### config.mk
export PLATFORM = sky130hd
export DESIGN_NAME = mem_port_arbiter
export DESIGN_NICKNAME = d
export VERILOG_FILES = /design/src/rtl/mem_port_arbiter_pkg.sv /design/src/rtl/mem_port_arbiter_starve_cnt.sv /design/src/rtl/mem_port_arbiter.sv
export SDC_FILE = /design/constraint.sdc
export NUM_CORES = 1
export LEC_CHECK = 0
export CAP_MARGIN = 15
export CORE_MARGIN = 3
export CORE_UTILIZATION = 45
export CTS_CLUSTER_DIAMETER = 200
export DETAILED_ROUTE_END_ITERATION = 16
export DONT_BUFFER_PORTS = 1
export GPL_TIMING_DRIVEN = 1
export PLACE_DENSITY = 0.62
export SLEW_MARGIN = 20
export SYNTH_ARGS = -nofsm -noshare
export SYNTH_HDL_FRONTEND = slang
export SYNTH_SLANG_ARGS = --single-unit
### constraint.sdc
create_clock -name clk -period 2.2 [get_ports clk]
set_clock_uncertainty 0.2 [all_clocks]
set_input_delay 0.22 -clock clk [delete_from_list [all_inputs] [get_ports clk]]
set_output_delay 0.22 -clock clk [all_outputs]
set_load 0.01 [all_outputs]
### src/rtl/mem_port_arbiter_pkg.sv
// Shared definitions for the fetch/data memory port arbiter.
package mem_port_arbiter_pkg;

  typedef enum logic [1:0] {
    IDLE   = 2'd0,
    BUSY_I = 2'd1,
    BUSY_D = 2'd2
  } arb_state_t;

  localparam logic [3:0] FETCH_BE = 4'hF;

endpackage

### src/rtl/mem_port_arbiter_starve_cnt.sv
// Saturating count of arbitrations fetch has lost; a fetch grant clears it.
module mem_arb_starve_cnt #(
  parameter int MAX = 3,
  parameter int W   = 2
) (
  input  logic         clk,
  input  logic         reset,
  input  logic         inc,
  input  logic         clr,
  output logic [W-1:0] cnt
);

  logic sat;
  assign sat = (cnt == W'(MAX));

  always_ff @(posedge clk) begin
    if (!reset)          cnt <= '0;
    else if (clr)        cnt <= '0;
    else if (inc && !sat) cnt <= cnt + 1'b1;
  end

endmodule

### src/rtl/mem_port_arbiter.sv
// Single-ported memory shared between fetch and data requesters, one transaction at a time.
// Optional wait-cycle counters are enabled by defining MEM_ARB_PERF_CNT_EN.
module mem_port_arbiter
  import mem_port_arbiter_pkg::*;
#(
  parameter int ADDR_W     = 32,
  parameter int DATA_W     = 32,
  parameter int STARVE_MAX = 3
) (
  input  logic              clk,
  input  logic              reset,
  input  logic              if_req,
  input  logic [ADDR_W-1:0] if_addr,
  output logic              if_gnt,
  output logic              if_valid,
  output logic [DATA_W-1:0] if_rdata,
  input  logic              d_req,
  input  logic              d_we,
  input  logic [3:0]        d_be,
  input  logic [ADDR_W-1:0] d_addr,
  input  logic [DATA_W-1:0] d_wdata,
  output logic              d_gnt,
  output logic              d_valid,
  output logic [DATA_W-1:0] d_rdata,
  input  logic              flush,
  output logic              mem_en,
  output logic              mem_we,
  output logic [3:0]        mem_be,
  output logic [ADDR_W-1:0] mem_addr,
  output logic [DATA_W-1:0] mem_wdata,
  input  logic [DATA_W-1:0] mem_rdata,
  input  logic              mem_ready,
  output logic              busy
`ifdef MEM_ARB_PERF_CNT_EN
  ,
  output logic [31:0]       if_wait_cnt,
  output logic [31:0]       d_wait_cnt
`endif
);

  localparam int SW = (STARVE_MAX < 1) ? 1 : $clog2(STARVE_MAX + 1);

  arb_state_t    state_q, state_d;
  logic [SW-1:0] starve_cnt;
  logic          starved, if_win, d_win, fetch_kill, done_i, done_d;

  assign starved = (starve_cnt == SW'(STARVE_MAX));
  assign if_win  = if_req && (!d_req || starved);
  assign d_win   = d_req && !if_win;
  assign done_i  = (state_q == BUSY_I) && mem_ready;
  assign done_d  = (state_q == BUSY_D) && mem_ready;

  always_ff @(posedge clk) begin
    if (!reset) state_q <= IDLE;
    else        state_q <= state_d;
  end

  always_comb begin
    state_d = state_q;
    unique case (state_q)
      IDLE:           if (if_win) state_d = BUSY_I;
                      else if (d_win) state_d = BUSY_D;
      BUSY_I, BUSY_D: if (mem_ready) state_d = IDLE;
      default:        state_d = IDLE;
    endcase
  end

  always_comb begin
    if_gnt = (state_q == IDLE) && if_win;
    d_gnt  = (state_q == IDLE) && d_win;
    mem_en = (state_q != IDLE);
    busy   = (state_q != IDLE);
  end

  mem_arb_starve_cnt #(.MAX(STARVE_MAX), .W(SW)) u_starve (
    .clk   (clk),
    .reset (reset),
    .inc   (if_req && d_gnt),
    .clr   (if_gnt),
    .cnt   (starve_cnt)
  );

  // Command is captured at grant and held for the whole transaction.
  always_ff @(posedge clk) begin
    if (!reset) begin
      mem_we    <= 1'b0;
      mem_be    <= '0;
      mem_addr  <= '0;
      mem_wdata <= '0;
    end else if (if_gnt) begin
      mem_we    <= 1'b0;
      mem_be    <= FETCH_BE;
      mem_addr  <= if_addr;
      mem_wdata <= '0;
    end else if (d_gnt) begin
      mem_we    <= d_we;
      mem_be    <= d_be;
      mem_addr  <= d_addr;
      mem_wdata <= d_wdata;
    end
  end

  // A flush landing on the completion cycle itself still kills the fetch.
  always_ff @(posedge clk) begin
    if (!reset) begin
      fetch_kill <= 1'b0;
      if_valid   <= 1'b0;
      if_rdata   <= '0;
      d_valid    <= 1'b0;
      d_rdata    <= '0;
    end else begin
      if (done_i)                                     fetch_kill <= 1'b0;
      else if (flush && (if_gnt || state_q == BUSY_I)) fetch_kill <= 1'b1;
      if_valid <= done_i && !fetch_kill && !flush;
      if (done_i && !fetch_kill && !flush) if_rdata <= mem_rdata;
      d_valid <= done_d;
      if (done_d) d_rdata <= mem_rdata;
    end
  end

`ifdef MEM_ARB_PERF_CNT_EN
  always_ff @(posedge clk) begin
    if (!reset) begin
      if_wait_cnt <= '0;
      d_wait_cnt  <= '0;
    end else begin
      if (if_req && !if_gnt && state_q != BUSY_I) if_wait_cnt <= if_wait_cnt + 32'd1;
      if (d_req && !d_gnt && state_q != BUSY_D)   d_wait_cnt  <= d_wait_cnt + 32'd1;
    end
  end
`endif

endmodule

==> metrics.md, run 1 <==
| Metric | Value |
|---|---|
| Status | finished, final reports clean |
| Post-Synthesis Net Count | 804 |
| Data arrival, critical path | 1.61 ns |
| Number of top-level design ports | 278 |
| Total Negative Setup Slacks | 0 ns |
| Aggregate global-route resource usage | 0.256 |
| Time the worst path needs with I/O delays and setup | 2.03 ns |
| Count of standard-cell rows | 38 |
| Initial core utilization | 0.469 |
| Global-route wire length before repair | 26.3 mm |
| Period utilization | 0.921 |
| Final HPWL DP | 9.93 mm |
| Count of mapped cells out of synthesis | 661 |
| Max Fclk | 494 MHz |
| Post-DRT Antenna Nets | 0 |
| Fraction of layout instances using a drive strength above 1 | 0.0616 |
| Finished Layout Cells | 937 |
| Hold Path Origin | mem_ready |
| Number of input and output port buffers inserted | 0 |
| Leading cell types in the layout, fill and taps excluded | 273 x sky130_fd_sc_hd__nand2_1, 141 x sky130_fd_sc_hd__dlygate4sd3_1, 140 x sky130_fd_sc_hd__dfxtp_1, 97 x sky130_fd_sc_hd__a21oi_1, 36 x sky130_fd_sc_hd__a31oi_1 |
| Core Area | 0.0110 mm^2 |
| Number of hold-slack violations in the final timing report | 0 |
| Pin count of the biggest net entering global routing | 69 |
| CP startpoint kind | register |
| Final Slew Violations | 0 |
| R2R Setup Slk | 0.25 ns |
| Post-DR vias/cell | 5.53 |
| Setup slack of the critical path after layout | 0.174 ns |
| Standard cell with the maximum stage delay on the critical path | sky130_fd_sc_hd__dfxtp_1 |
| Type of destination of the critical path | primary output |
| Y dimension of the die | 113 um |
| Leading cell type in the layout, fill and taps excluded | sky130_fd_sc_hd__nand2_1 |
| Worst path top cell family by delay | buffers and inverters |
| Synthesized area | 0.00518 mm^2 |
| TritonCTS clock tree | done |
| Max Cap Viol | 0 |
| Hold Crit Depth | 4 |
| Gr ovfl total | 0 |
| Chip width | 113 um |
| Start point of the critical path | state_q[0] |
| CTS sink cnt | 140 |
| Iteration count of the initial detailed-routing pass | 7 |
| Delay of the slowest critical-path stage | 0.32 ns |
| Startpoint of the lowest-slack register-to-register path | state_q[0] |
| Clock transition at the registers of the reported paths | 0.06 ns |
| Max clock buf depth | 2 |
| Number of distinct library cells after synthesis | 26 |
| Share of Yosys cell area claimed by the top area cell type | 0.541 |
| Drc violations | 0 |
| DP Area | 0.00526 mm^2 |
| Vias | 5177 |
| Static Leak | 2.69 nW |
| Mean routed wirelength per cell | 18.0 um |
| Later-pin clock latency in the skew report | 0.41 ns |
| Initial antenna violation count | 1 |
| Crit Path Max Fanout | 10 |
| Register-to-Register Path Depth | 7 |
| Fraction of the yosys area taken by sequential cells | 0.541 |
| Vias in the first global route | 5249 |
| Clock H-tree levels | 4 |
| Placed cell count | 762 |
| Actual slew at the worst max-slew pin | 0.530 ns |
| Post-CTS setup buffer count | 0 |
| Rel. slew slack | 0.647 |
| Largest vdd supply drop | 0.000485 V |
| Final wirelength | 16.9 mm |
| Average instance area after synthesis | 7.83 um^2 |
| Die outline area | 0.0128 mm^2 |
| Weighted congestion at the end of routability-driven global placement | 0.783 |
| Worst hold path type | in -> reg |
| Setup repair after global routing missed its margin | false |
| Number of DRC markers in iteration 0 | 431 |
| Number of warnings issued by yosys | 0 |
| Start-to-end type of the worst setup path | reg -> out |
| Area leader, netlist | sky130_fd_sc_hd__dfxtp_1 |
| Area growth from synthesis to layout | 41.0% |
| Setup WS pre-CTS | 0.176 ns |
| PwrDens | 913 mW/mm^2 |
| Required time at the worst-slack endpoint | 1.78 ns |
| Setup violation total in the final timing report | 0 |
| Final design area excluding fillers | 0.00730 mm^2 |
| Most area-consuming cells after synthesis | sky130_fd_sc_hd__dfxtp_1 54%, sky130_fd_sc_hd__nand2_1 20%, sky130_fd_sc_hd__a21oi_1 9.4% |
| Cells traversed along the worst timing path | inv_1 > ha_1 > nand3_4 > inv_4 > buf_4 |
| Nets@finish | 926 |
| Root buffer selected by CTS | sky130_fd_sc_hd__clkbuf_16 |
| Buffers plus inverters on the worst setup path | 3 |
| Seq cells post-synth | 140 |
| Endpoint of the worst hold-timing path | d_rdata[26] |
| Endpoint of the lowest-slack register-to-register path | mem_addr[20] |
| Num CTS Buffers | 17 |
## cell type report
cell class                      count  area, um^2
Tap cell                          140         175
Fill cell                         824        3730
Clock inverter                     14         170
Inverter                            8        32.5
Sequential cell                   140        2800
Clock buffer                       18         429
Antenna cell                        1        2.50
Timing Repair Buffer              153        1580
Multi-Input combinational cell    463        2110
## power breakdown
group          internal (mW)  switching [mW]  total (mW)
Sequential              2.72           0.221        2.94
Clock                   1.79            1.11        2.90
Combinational          0.369           0.462       0.831
## Yosys cell counts (all sizes together)
cell	instances
nor3	1
and2	2
a21boi	3
ha	4
nand4	1
and3	1
or3	1
nand2	273
clkbuf	19
buf	31
nor2	3
inv	8
mux2i	2
a21oi	97
o32a	1
nor2b	1
a31oi	36
nand3	2
xor2	1
nand2b	1
o21ai	33
dfxtp	140
## repair_timing
item | in CTS | in global routing
setup endpoints to repair | 0 | 9
resized for setup | 0 | 2
hold buffers | 141 | 1
hold endpoints to repair | 140 | 9
## kinds of logic after synthesis
kind of cell / Yosys count / share of synthesized area
simple gates: 286 / 0.213
buf+inv: 58 / 0.0546
compound gates: 170 / 0.175
xor+xnor: 1 / 0.00169
flops: 140 / 0.541
fa+ha+maj: 4 / 0.00967
mux: 2 / 0.00387
## per-layer routing
layer / up-vias / routed length [um] / GRT usage
met1: 2419 / 6100 / 0.273
met5: - / 0 / 0
li1: 2418 / - / -
met3: 56 / 1570 / 0.0802
met4: 0 / 764 / 0.152
met2: 284 / 8470 / 0.444
## through the flow
| step | power [mW] | hold slack (ns) | util |
|---|---|---|---|
| after floorplan | 3.40 | 0.156 | - |
| after global placement | 3.53 | 0.146 | 0.477 |
| after detailed placement | 3.56 | 0.155 | 0.477 |
| after CTS | 6.67 | 0.00559 | 0.660 |
| after global routing | 6.91 | 0.0505 | 0.662 |
| final | 6.66 | 0.0293 | 0.662 |
## worst max-delay path by stage
stage,to,slack [ns],depth (start not counted)
after global placement,mem_addr[22],0.27,7
after global routing,d_gnt,0.05,5
after CTS,d_gnt,0.008,5
after detailed placement,mem_addr[23],0.18,7
after floorplan,if_rdata[1],0.60,8
final,d_gnt,0.17,5
## sequential cells by signal, indices dropped and copies added, names as in the netlist
name / flops
mem_we: 1
mem_wdata: 32
u_starve.cnt: 2
if_valid: 1
mem_be: 4
mem_addr: 32
fetch_kill: 1
state_q: 2
if_rdata: 32
d_rdata: 32
d_valid: 1
## tightest hold or removal path, delay by kind of cell
family / cells / cell delay (ns)
buf+inv: 1 / 0.19
simple gates: 2 / 0.12
compound gates: 1 / 0.05
No activity file was read; power rests on OpenSTA's default activity.
==> run 2, diff against run 1 <==
TNS_END_PERCENT = 5   (was not set)
==> results of run 2 <==
Final layout, timing and power as in run 1 (identical DEF).
==> run 3, diff against run 2 <==
CTS_BUF_LIST = sky130_fd_sc_hd__clkbuf_16   (was not set)
PLACE_DENSITY = 0.64   (was 0.62)
clock period = 1.75 ns   (was 2.2 ns; I/O delays follow)
==> run 3 against run 2 <==
Net effect: sequential share of layout area shrank 1.6 points; sequential power grew 26%; die area is the same; clock power grew 25%; register-to-register slack lost 0.22 ns; first-iteration DRC count shrank 2.1%; utilization grew 3.0 points; wire length grew 7.5%; global-route usage grew 0.66 points; highest routed layer unchanged.
==> metrics.md, run 3 (synthesis results as in run 1) <==
| Metric | Value |
|---|---|
| Status | finished, final reports clean |
| PwrDens | 1130 mW/mm^2 (+24%) |
| Aggregate global-route resource usage | 0.263 (+0.00663) |
| TritonCTS clock tree | done |
| Root buffer selected by CTS | sky130_fd_sc_hd__clkbuf_16 |
| Pin count of the biggest net entering global routing | 70 (+1.4%) |
| Vias in the first global route | 5223 (-0.50%) |
| Num CTS Buffers | 17 (unchanged) |
| Drc violations | 0 (unchanged) |
| Setup repair after global routing missed its margin | true |
| Number of top-level design ports | 278 (unchanged) |
| Hold Path Origin | flush |
| Post-DRT Antenna Nets | 0 (unchanged) |
| Max clock buf depth | 2 (unchanged) |
| Final design area excluding fillers | 0.00763 mm^2 (+4.5%) |
| Weighted congestion at the end of routability-driven global placement | 0.799 (+1.9%) |
| Time the worst path needs with I/O delays and setup | 1.73 ns |
| Leading cell types in the layout, fill and taps excluded | 271 x sky130_fd_sc_hd__nand2_1, 139 x sky130_fd_sc_hd__dlygate4sd3_1, 136 x sky130_fd_sc_hd__dfxtp_1, 93 x sky130_fd_sc_hd__a21oi_1, 36 x sky130_fd_sc_hd__a31oi_1 |
| Max Cap Viol | 0 (unchanged) |
| Y dimension of the die | 113 um (unchanged) |
| Start point of the critical path | state_q[0] |
| Crit Path Max Fanout | 3 (-7) |
| Total Negative Setup Slacks | 0 ns (unchanged) |
| Clock transition at the registers of the reported paths | 0.06 ns (about the same) |
| Setup WS pre-CTS | -0.00944 ns (-0.186 ns) |
| Die outline area | 0.0128 mm^2 (unchanged) |
| Required time at the worst-slack endpoint | 1.37 ns (-0.41 ns) |
| Leading cell type in the layout, fill and taps excluded | sky130_fd_sc_hd__nand2_1 |
| Fraction of layout instances using a drive strength above 1 | 0.103 (+0.0418) |
| Period utilization | 0.988 |
| Gr ovfl total | 0 (unchanged) |
| Delay of the slowest critical-path stage | 0.35 ns (+0.03 ns) |
| Setup slack of the critical path after layout | 0.0202 ns (-0.154 ns) |
| Vias | 5243 (+1.3%) |
| Worst path top cell family by delay | flip-flops |
| Actual slew at the worst max-slew pin | 0.452 ns (-0.0781 ns) |
| Iteration count of the initial detailed-routing pass | 6 (-1) |
| Type of destination of the critical path | primary output |
| Buffers plus inverters on the worst setup path | 4 (+1) |
| Number of input and output port buffers inserted | 0 (unchanged) |
| Number of DRC markers in iteration 0 | 422 (-2.1%) |
| Core Area | 0.0110 mm^2 (unchanged) |
| Setup violation total in the final timing report | 0 (unchanged) |
| Final core utilization | 0.692 (+0.0301) |
| CTS sink cnt | 140 (unchanged) |
| Startpoint of the lowest-slack register-to-register path | state_q[1] |
| Worst hold path type | in -> reg |
| Clock H-tree levels | 4 (unchanged) |
| Later-pin clock latency in the skew report | 0.41 ns (about the same) |
| Initial core utilization | 0.469 (unchanged) |
| Post-DR vias/cell | 5.50 (-0.43%) |
| Data arrival, critical path | 1.35 ns (-0.26 ns) |
| Max Fclk | 578 MHz |
| Number of hold-slack violations in the final timing report | 0 (unchanged) |
| Number of antenna cells inserted | 0 (-1) |
| Area growth from synthesis to layout | 47.4% |
| Overall power after layout | 8.60 mW (+29%) |
| Final Slew Violations | 0 (unchanged) |
| Largest vdd supply drop | 0.000777 V (+60%) |
| Start-to-end type of the worst setup path | reg -> out |
| Global-route wire length before repair | 26.8 mm (+1.7%) |
| Mean routed wirelength per cell | 19.1 um (+5.7%) |
| Cells traversed along the worst timing path | inv_2 > ha_4 > nand3_4 > inv_4 > buf_12 > buf_6 |
| Rel. slew slack | 0.699 (+0.0520) |
| Initial antenna violation count | 0 (-1) |
| DP Area | 0.00532 mm^2 (+1.2%) |
| Standard cell with the maximum stage delay on the critical path | sky130_fd_sc_hd__dfxtp_2 |
| Chip width | 113 um (unchanged) |
| Nets@finish | 943 (+1.8%) |
| CP startpoint kind | register |
| Final wirelength | 18.2 mm (+7.5%) |
| Count of standard-cell rows | 38 (unchanged) |
| Static Leak | 2.85 nW (+5.7%) |
| Final HPWL DP | 9.78 mm (-1.5%) |
==> run 3: report_power, final <==
part | switching (mW) | internal (mW) | total (mW)
sequential | 0.277 | 3.42 | 3.69
clock | 1.39 | 2.24 | 3.63
combinational | 0.664 | 0.616 | 1.28
total | 2.33 | 6.27 | 8.60
==> run 3: area by class of cell <==
cell class / count / area (um^2)
clock buffer: 17 / 425
clock inverter: 15 / 174
fill: 776 / 3400
inverter: 8 / 37.5
multi-input combinational: 463 / 2180
sequential: 140 / 2810
tap: 140 / 175
timing repair buffer: 170 / 1840
==> run 3: timing repair <==
item | 4_1_cts | 5_1_grt
hold buffers | 140 | 0
pin swaps | 3 | 9
endpoints found under the hold margin | 140 | 0
resized for setup | 21 | 20
cloned | 1 | 3
buffers inserted | 8 | 0
endpoints found under the setup margin | 7 | 78
==> run 3: worst register-to-register path: cells and delay by family (launching register included) <==
family,cells,cell delay (ns)
buf+inv,5,0.60
compound gates,1,0.17
simple gates,2,0.18
fa+ha+maj,1,0.17
flops,1,0.32
==> run 3: final timing paths <==
| path | endpoint | slack [ns] | cells after the start |
|---|---|---|---|
| worst min register to register | u_starve.cnt[1] | 0.30 | 2 |
| worst max-delay path | d_gnt | 0.02 | 6 |
| worst max register to register | mem_addr[25] | 0.03 | 9 |
| worst min-delay path | if_rdata[3] | 0.05 | 4 |
==> run 3: per-stage QoR <==
stage | std cells | hold WS [ns]
detailed placement | 769 | 0.100
global route | 953 | 0.0552
finish | 953 | 0.0450
floorplan | 661 | 0.111
CTS | 950 | 0.0374
global placement | 769 | 0.0992
==> run 3: layer usage <==
| metal | wire (um) | vias up | global-route usage |
|---|---|---|---|
| met2 | 8880 | 338 | 0.439 |
| met1 | 6710 | 2388 | 0.294 |
| li1 | - | 2452 | - |
| met5 | 0 | - | 0 |
| met3 | 1860 | 65 | 0.0904 |
| met4 | 721 | 0 | 0.145 |
